[src/rtl/mem_stage.sv]
// -----------------------------------------------------------------------------
// mem_stage -- MEM pipeline stage with an internal word-addressed data memory.
//
// Loads take two cycles: the request cycle raises freeze and pushes a bubble
// into the output register, and the following cycle reads the captured word and
// registers the full result. Stores and plain ALU results pass through in one
// cycle. Misaligned accesses, and cycles with both load and store enables high,
// are rejected with a one-cycle err pulse and no memory side effect.
//
// Parameters
//   DEPTH         number of 32-bit words in the data memory (power of two)
// Ports
//   clk           clock, rising edge
//   rst           asynchronous active-high reset
//   WB_EN         write-back enable from EXE/MEM
//   MEM_R_EN      load request
//   MEM_W_EN      store request
//   ALURes        byte address for loads/stores, result for ALU ops
//   STVal         store data
//   dest          destination register index
//   WB_EN_OUT     registered write-back enable
//   MEM_R_EN_OUT  registered load flag (WB mux select)
//   ALUResOut     registered ALURes
//   memData       registered load data
//   destOut       registered dest
//   freeze        combinational stall to upstream stages
//   err           registered one-cycle access-error pulse
// -----------------------------------------------------------------------------
module mem_stage #(
  parameter int DEPTH = 64
) (
  input  logic        clk,
  input  logic        rst,
  input  logic        WB_EN,
  input  logic        MEM_R_EN,
  input  logic        MEM_W_EN,
  input  logic [31:0] ALURes,
  input  logic [31:0] STVal,
  input  logic [4:0]  dest,
  output logic        WB_EN_OUT,
  output logic        MEM_R_EN_OUT,
  output logic [31:0] ALUResOut,
  output logic [31:0] memData,
  output logic [4:0]  destOut,
  output logic        freeze,
  output logic        err
);

  localparam int AW = $clog2(DEPTH);

  typedef enum logic {
    IDLE    = 1'b0,
    RD_WAIT = 1'b1
  } state_t;

  state_t          state_q, state_d;
  logic [AW-1:0]   idx_q, idx_d;
  logic [31:0]     mem_q [DEPTH];

  logic            wb_q, wb_d;
  logic            mr_q, mr_d;
  logic [31:0]     alu_q, alu_d;
  logic [31:0]     md_q, md_d;
  logic [4:0]      dst_q, dst_d;
  logic            err_q, err_d;

  logic            freeze_c;
  logic            mem_we;

  // Upper address bits are dropped, so addresses wrap modulo DEPTH*4.
  logic [AW-1:0]   word_idx;
  logic            aligned;
  logic            legal;
  logic            legal_ld;
  logic            legal_st;
  logic            bad_acc;

  assign word_idx = ALURes[AW+1:2];
  assign aligned  = (ALURes[1:0] == 2'b00);
  assign legal    = (MEM_R_EN ^ MEM_W_EN) && aligned;
  assign legal_ld = legal && MEM_R_EN;
  assign legal_st = legal && MEM_W_EN;
  assign bad_acc  = (MEM_R_EN || MEM_W_EN) && !legal;

  // NOTE: every signal assigned in this block gets a default first, so no path
  // leaves one unassigned and no latch is inferred.
  always_comb begin
    state_d  = state_q;
    idx_d    = idx_q;
    wb_d     = wb_q;
    mr_d     = mr_q;
    alu_d    = alu_q;
    md_d     = md_q;
    dst_d    = dst_q;
    err_d    = 1'b0;
    freeze_c = 1'b0;
    mem_we   = 1'b0;

    case (state_q)
      IDLE: begin
        if (legal_ld) begin
          // Stall upstream for one cycle and emit a bubble meanwhile.
          freeze_c = 1'b1;
          idx_d    = word_idx;
          state_d  = RD_WAIT;
          wb_d     = 1'b0;
          mr_d     = 1'b0;
          alu_d    = '0;
          md_d     = '0;
          dst_d    = '0;
        end else if (bad_acc) begin
          // Rejected access: never let it reach write-back.
          wb_d  = 1'b0;
          mr_d  = 1'b0;
          alu_d = ALURes;
          dst_d = dest;
          err_d = 1'b1;
        end else begin
          // Plain ALU result or legal store; load data register is kept.
          wb_d   = WB_EN;
          mr_d   = 1'b0;
          alu_d  = ALURes;
          dst_d  = dest;
          mem_we = legal_st;
        end
      end

      RD_WAIT: begin
        // Inputs are still the held load request; the word index was captured.
        md_d    = mem_q[idx_q];
        wb_d    = WB_EN;
        mr_d    = 1'b1;
        alu_d   = ALURes;
        dst_d   = dest;
        state_d = IDLE;
      end

      default: state_d = IDLE;
    endcase
  end

  // NOTE: sequential state uses non-blocking assignments so every register
  // samples the pre-edge values regardless of statement order.
  always_ff @(posedge clk or posedge rst) begin
    if (rst) begin
      state_q <= IDLE;
      idx_q   <= '0;
      wb_q    <= 1'b0;
      mr_q    <= 1'b0;
      alu_q   <= '0;
      md_q    <= '0;
      dst_q   <= '0;
      err_q   <= 1'b0;
    end else begin
      state_q <= state_d;
      idx_q   <= idx_d;
      wb_q    <= wb_d;
      mr_q    <= mr_d;
      alu_q   <= alu_d;
      md_q    <= md_d;
      dst_q   <= dst_d;
      err_q   <= err_d;
    end
  end

  // NOTE: the memory array has no reset; its contents survive rst and only the
  // write itself is suppressed while rst is high.
  always_ff @(posedge clk) begin
    if (mem_we && !rst) begin
      mem_q[word_idx] <= STVal;
    end
  end

  // Gate with rst so the stall drops the instant reset is applied.
  assign freeze       = freeze_c && !rst;

  assign WB_EN_OUT    = wb_q;
  assign MEM_R_EN_OUT = mr_q;
  assign ALUResOut    = alu_q;
  assign memData      = md_q;
  assign destOut      = dst_q;
  assign err          = err_q;

endmodule
[config.mk]
export PLATFORM = sky130hd
export DESIGN_NAME = mem_stage
export DESIGN_NICKNAME = d
export VERILOG_FILES = /design/src/rtl/mem_stage.sv
export SDC_FILE = /design/constraint.sdc
export NUM_CORES = 2
export LEC_CHECK = 0
export BUFFER_PORTS_ARGS = -buffer_cell sky130_fd_sc_hd__buf_2
export CORE_MARGIN = 10
export CORE_UTILIZATION = 60
export CTS_BUF_LIST = sky130_fd_sc_hd__clkbuf_2 sky130_fd_sc_hd__clkbuf_4 sky130_fd_sc_hd__clkbuf_8
export DETAILED_ROUTE_END_ITERATION = 16
export PLACE_DENSITY_LB_ADDON = 0.12
export SLEW_MARGIN = 20
export SYNTH_ARGS = -nofsm -noshare
export SYNTH_HDL_FRONTEND = slang
export SYNTH_SLANG_ARGS = --single-unit
[constraint.sdc]
create_clock -name clk -period 3.62 [get_ports clk]
set_input_delay 0.724 -clock clk [delete_from_list [all_inputs] [get_ports clk]]
set_output_delay 0.724 -clock clk [all_outputs]
set_load 0.005 [all_outputs]
After elaboration in Yosys (flattened, before gate mapping)
Memories as Yosys holds them, arrays and structs flattened.
Cells that the tools add are included.
{"block": "word_totals", "input_bits": 74, "memories": 1, "regBits": 79, "ramBits": 2048, "output_inout_bits": 73}
{"block": "classes", "n_eq_ne": 1, "bitwise": 2, "reduce_logical": 11, "mux": 21}
{"name": "mem_q", "words": 64, "word_bits": 32, "rd": 1, "rd_ports_with_merged_regs": 0, "wr": 1, "line": "58", "text": "logic [31:0] mem_q [DEPTH];"}
{"op": "one-hot mux 32 bit (2 select lines)", "n": 2}
{"op": "2-to-1 mux 32 bit", "n": 2}
{"op": "2-to-1 mux 1 bit", "n": 12}
{"op": "one-hot mux 5 bit (2 select lines)", "n": 1}
{"op": "logical AND 1 bit", "n": 6}
{"op": "one-hot mux 1 bit (2 select lines)", "n": 3}
{"op": "2-to-1 mux 5 bit", "n": 1}
{"op": "logical NOT 1 bit", "n": 2}
{"op": "logical NOT 2 bit", "n": 1}
{"op": "!= test 2 bit, second input constant", "n": 1}
{"op": "AND reduction 2 bit", "n": 1}
{"op": "logical OR 1 bit", "n": 1}
{"op": "NOT 1 bit", "n": 1}
{"op": "bitwise XOR 1 bit", "n": 1}

Longest topological paths before layout
{"block": "depth", "ltp_word": 10, "depth_mapped": 10, "mapped_depth_nobuf": 7}

Worst setup path before layout
No wires, ideal clock.
{"block": "synth_timing", "kind": "input to register", "from": "input MEM_R_EN", "to": "memory mem_q[62][0], enable pin", "n_path_buf": 0, "arrival_ns": 3.434, "path_slack_ns": -0.235, "required_time_ns": 3.199, "path_stages": 7, "path_cell_list": "inv_1 ha_1 nor3b_1 nor4b_1 nor2b_1 nand3_1 nor2_1"}
{"block": "synth_between", "elab_chain_len": 10, "elab_cells_between_ends": 13}
{"item": "start, declared", "line": "35", "text": "input logic MEM_R_EN,"}
{"item": "bitwise XOR 1 bit", "line": "80", "text": "assign legal = (MEM_R_EN ^ MEM_W_EN) && aligned;"}
{"item": "logical AND 1 bit", "line": "80"}
{"item": "logical NOT 1 bit", "line": "83", "text": "assign bad_acc = (MEM_R_EN || MEM_W_EN) && !legal;"}
{"item": "logical AND 1 bit", "line": "83"}
{"item": "2-to-1 mux 1 bit", "line": "111", "text": "end else if (bad_acc) begin"}
{"item": "2-to-1 mux 1 bit (*)", "line": "101", "text": "if (legal_ld) begin"}
{"item": "2-to-1 mux 1 bit (*)", "line": "99", "text": "case (state_q)"}
{"item": "logical AND 1 bit (*)", "line": "169", "text": "if (mem_we && !rst) begin"}
{"item": "2-to-1 mux 1 bit (*)", "line": "169"}
{"item": "2-to-1 mux 1 bit (not written as such) (*)", "line": "170", "text": "mem_q[word_idx] <= STVal;"}
{"item": "end, declared", "line": "58"}
Mark *: on every way between the ends. The rest lies on a longest branch, timed or not.

Final worst setup path
{"block": "layout_timing", "from": "register idx_q[1]", "to": "register md_q[15] (netlist: memData[15])"}
{"block": "layout_between", "elab_chain_len": 2}
{"item": "start, declared", "line": "57", "text": "logic [AW-1:0] idx_q, idx_d;"}
{"item": "start signal, assigned", "line": "156", "text": "idx_q <= idx_d;"}
{"item": "memory (64 x 32 bit)"}
{"item": "one-hot mux 32 bit (2 select lines)", "line": "99"}
{"item": "end signal, assigned", "line": "160", "text": "md_q <= md_d;"}
{"item": "end, declared", "line": "63", "text": "logic [31:0] md_q, md_d;"}
Every way passes these cells.
A chain may end at the register's enable or synchronous reset.

==> flow_metrics.env <==
export IMPL_status="finished clean"
export IMPL_holdCritPathClass="primary input to flop"
export IMPL_cp_slowest_cell="dfrtp_4"
export IMPL_synth_cells=3540
export IMPL_clkLatencyLatePin_ps=1030
export IMPL_clk_path_buf_depth=4
export IMPL_avgSynthCellArea_um2=22.8
export IMPL_ff2ff_setup_slack_ps=430
export IMPL_maxCapViolCount=0
export IMPL_rr_startpoint="idx_q[1]$_DFFE_PP0P_"
export IMPL_fin_skew_ps=62.7
export IMPL_vdd_drop_max_mv=0.435
export IMPL_crit_type="flop to flop"
export IMPL_area_delta_synth_final_pct=15.5
export IMPL_path_clk_slew_ps=60
export IMPL_cp_top_family="buffers and inverters"
export IMPL_avgViaCountPerCell=6.70
export IMPL_async_flop_share=0.0371
export IMPL_tightestPinTransition_ps=1040
export IMPL_synth_cell_type_count=54
export IMPL_place_congestion=0.880
export IMPL_crit_path_start_kind="flop"
export IMPL_path_cells="buf_4, buf_4, mux4_2, o22ai_1, o21ai_0, nand3_1, nand3_1"
export IMPL_cp_buffers_inverters=2
export IMPL_dr_pass1_iters=5
export IMPL_grt_ovfl_total=0
export IMPL_start_util=0.604
export IMPL_p_leak_nw=30.2
export IMPL_finalHoldWorstSlack_ps=104
export IMPL_ant_nets=0
export IMPL_io_buffers=146
export IMPL_ys_seq_elements=2127
export IMPL_synth_area_um2=80700
export IMPL_rsz0062_at_grt="no"
export IMPL_hold_end="ALUResOut[5]$_DFF_PP0_"
export IMPL_worstHoldStart="ALURes[5]"
export IMPL_grt_util_all_layers=0.293
export IMPL_clock_sinks=2127
export IMPL_p_per_area_nw_per_um2=618
export IMPL_postCtsSetupBuffers=0
export IMPL_fin_crit_sh=0.881
export IMPL_r2r_end="memData[15]$_DFFE_PP0P_"
export IMPL_swShare=0.265
export IMPL_sequentialPowerShare=0.481
export IMPL_timing_final_ws_setup_ps=430
export IMPL_grt_pass1_vias=42100
export IMPL_p_comb_frac=0.169
export IMPL_fmax_mhz=313
export IMPL_wl_per_cell_um=35.4
export IMPL_die_area_um2=150000
export IMPL_drt_initial_drc_count=5566
export IMPL_intPower_w=0.0424
export IMPL_crit_required_ps=4570
export IMPL_fill_cells=7866
export IMPL_dp_slack_ps=186
export IMPL_ys_flop_type="edfxtp_1"
export IMPL_totalWireLength_um=218000
export IMPL_cpPeakStageDelay_ps=770
export IMPL_synth_edf_count=2048
export IMPL_htree_levels=5
export IMPL_power_switching_w=0.0153
export IMPL_core_rowCount=134
export IMPL_grt_max_degree=65
export IMPL_yosysWarnings=0
export IMPL_endpoint_kind="flop"
export IMPL_worstPathArrival_ps=4140
export IMPL_vias=41300
export IMPL_ctsResizeCount=0
export IMPL_hold_violations=0
export IMPL_critPathMaxFanout=20
export IMPL_antenna_found_initial=7
export IMPL_core_area_um2=134000
export IMPL_cts_tree="done"
export IMPL_pwr_share_clk=0.349
export IMPL_yosys_area_top_type_share=0.762
export IMPL_final_cell_area_um2=93300
export IMPL_root_buffer="clkbuf_8"
export IMPL_slew_headroom=0.305
export IMPL_finalSetupViolCount=0
export IMPL_drc_errors=0
export IMPL_drv_slew=0
export IMPL_critPathLaunch="idx_q[1]$_DFFE_PP0P_"
export IMPL_die_y_um=387
export IMPL_synthesis_nets=3615
export IMPL_yosysTopAreaCell="edfxtp_1"
export IMPL_pin_count=147
export IMPL_hold_depth=2
export IMPL_r2r_cells=7
export IMPL_seq_area_frac_synth=0.786
export IMPL_hpwl_um=140000
export IMPL_nets=4218
export IMPL_dpl_cell_area_um2=86300
export IMPL_synthTopCellsByArea="edfxtp_1 (76%), mux4_2 (14%), dfrtp_1 (2.4%)"
export IMPL_grt_pass1_wl_um=312000
export IMPL_drive_gt1_frac=0.352
export IMPL_chipWidth_um=387
export IMPL_cts_made_buffers=343
export IMPL_min_period_ps=3190
## cell usage in the layout (no fill, tap or decap), drive strengths merged, types with 4 or more instances in the layout
master and n:
clkinvlp 4, nand2b 10, nor3 10, a221o 5
mux2i 110, inv 10, o211ai 6, clkinv 119
nor2b 15, dlygate4sd3 37, nor2 114, o22ai 43
bufinv 9, and2 41, diode 4, edfxtp 2048
o2111ai 4, mux2 11, dfrtp 79, nand4 8
nand2 61, a31oi 4, a22o 7, o21ai 45
o32ai 6, buf 412, a32o 8, a22oi 60
a211oi 4, nand3b 9, mux4 519, o221ai 6
clkbuf 469, a21oi 11, nand3 52, a221oi 9
## worst max path at each step
stage / end / slack [ps] / cells past startpoint
2_1_floorplan: mem_q[62][0]$_DFFE_PP_ / -240 / 7
3_3_place_gp: mem_q[60][4]$_DFFE_PP_ / 110 / 11
3_5_place_dp: mem_q[43][3]$_DFFE_PP_ / 190 / 11
4_1_cts: memData[23]$_DFFE_PP0P_ / 400 / 6
5_1_grt: memData[19]$_DFFE_PP0P_ / 330 / 8
6_report: memData[15]$_DFFE_PP0P_ / 430 / 7
## sequential cells by signal, indices dropped and copies added (netlist names), 5 cells and up
register / count
ALUResOut: 32
destOut: 5
idx_q: 6
memData: 32
mem_q: 2048
## cell type report
| type | instances | area, um2 | area share |
|---|---|---|---|
| Tap cell | 1768 | 2210 | 0.0237 |
| Sequential cell | 2127 | 63500 | 0.681 |
| Clock inverter | 132 | 807 | 0.00865 |
| Clock buffer | 469 | 5830 | 0.0625 |
| Multi-Input combinational cell | 1212 | 16700 | 0.179 |
| Inverter | 10 | 41.3 | 0.000443 |
| Antenna cell | 4 | 10.0 | 0.000107 |
| Timing Repair Buffer | 449 | 4200 | 0.0450 |
## layer usage
metal,share of wire,GRT usage,routed length (um)
met1,0.36,0.409,79700
met2,0.48,0.455,105000
met3,0.12,0.0695,25100
met4,0.038,0.109,8290
met5,0.00017,0,37
## kinds of logic (layout without fill, tap and decap cells)
logic type / Yosys count / count (layout) / share of synthesized area
flops: 2127 / 2127 / 0.786
compound gates: 235 / 235 / 0.0206
fa+ha+maj: 1 / 1 / 0.000155
buf+inv: 201 / 1060 / 0.0130
simple gates: 336 / 336 / 0.0200
mux: 640 / 640 / 0.160
other cells: 0 / 4 / 0
## metrics by stage
stage | TNS, ps | util | power, W | cells
finish | 0 | 0.698 | 0.0577 | 6171
global route | 0 | 0.698 | 0.0595 | 6169
CTS | 0 | 0.698 | 0.0579 | 6167
detailed placement | 0 | 0.646 | 0.0380 | 5529
global placement | 0 | 0.646 | 0.0378 | 5529
floorplan | -256000 | - | 0.0338 | 3540
## power by group through the flow
stage / clock network [W] / logic [W] / registers [W]
after floorplan: 0 / 0.00596 / 0.0278
after global placement: 0 / 0.00960 / 0.0282
after detailed placement: 0 / 0.00970 / 0.0283
after CTS: 0.0204 / 0.00977 / 0.0277
after global routing: 0.0216 / 0.0101 / 0.0277
final: 0.0201 / 0.00977 / 0.0278
## cell usage after synthesis (all sizes together), types with 3 or more instances
| master | number |
|---|---|
| nand4 | 8 |
| a311oi | 3 |
| buf | 128 |
| o32ai | 6 |
| nand3b | 9 |
| nand2 | 61 |
| o221ai | 6 |
| o21ai | 45 |
| nand2b | 10 |
| mux2 | 11 |
| a221o | 5 |
| and2 | 41 |
| mux2i | 110 |
| nor3 | 10 |
| o2111ai | 4 |
| edfxtp | 2048 |
| nor2 | 114 |
| a31oi | 4 |
| mux4 | 519 |
| clkbuf | 63 |
| o22a | 3 |
| a22oi | 60 |
| a32o | 8 |
| o32a | 3 |
| a221oi | 9 |
| a22o | 7 |
| or3b | 3 |
| and3 | 3 |
| a211o | 3 |
| nand3 | 52 |
| nor2b | 15 |
| a211oi | 4 |
| a21oi | 11 |
| dfrtp | 79 |
| o211ai | 6 |
| o22ai | 43 |
| inv | 10 |
## what timing repair did
action / 4_1_cts / 5_1_grt
hold buffers: 37 / 0
endpoints found under the setup margin: 0 / 0
hold endpoints to repair: 81 / 0
(Power assumes the default switching activity.)
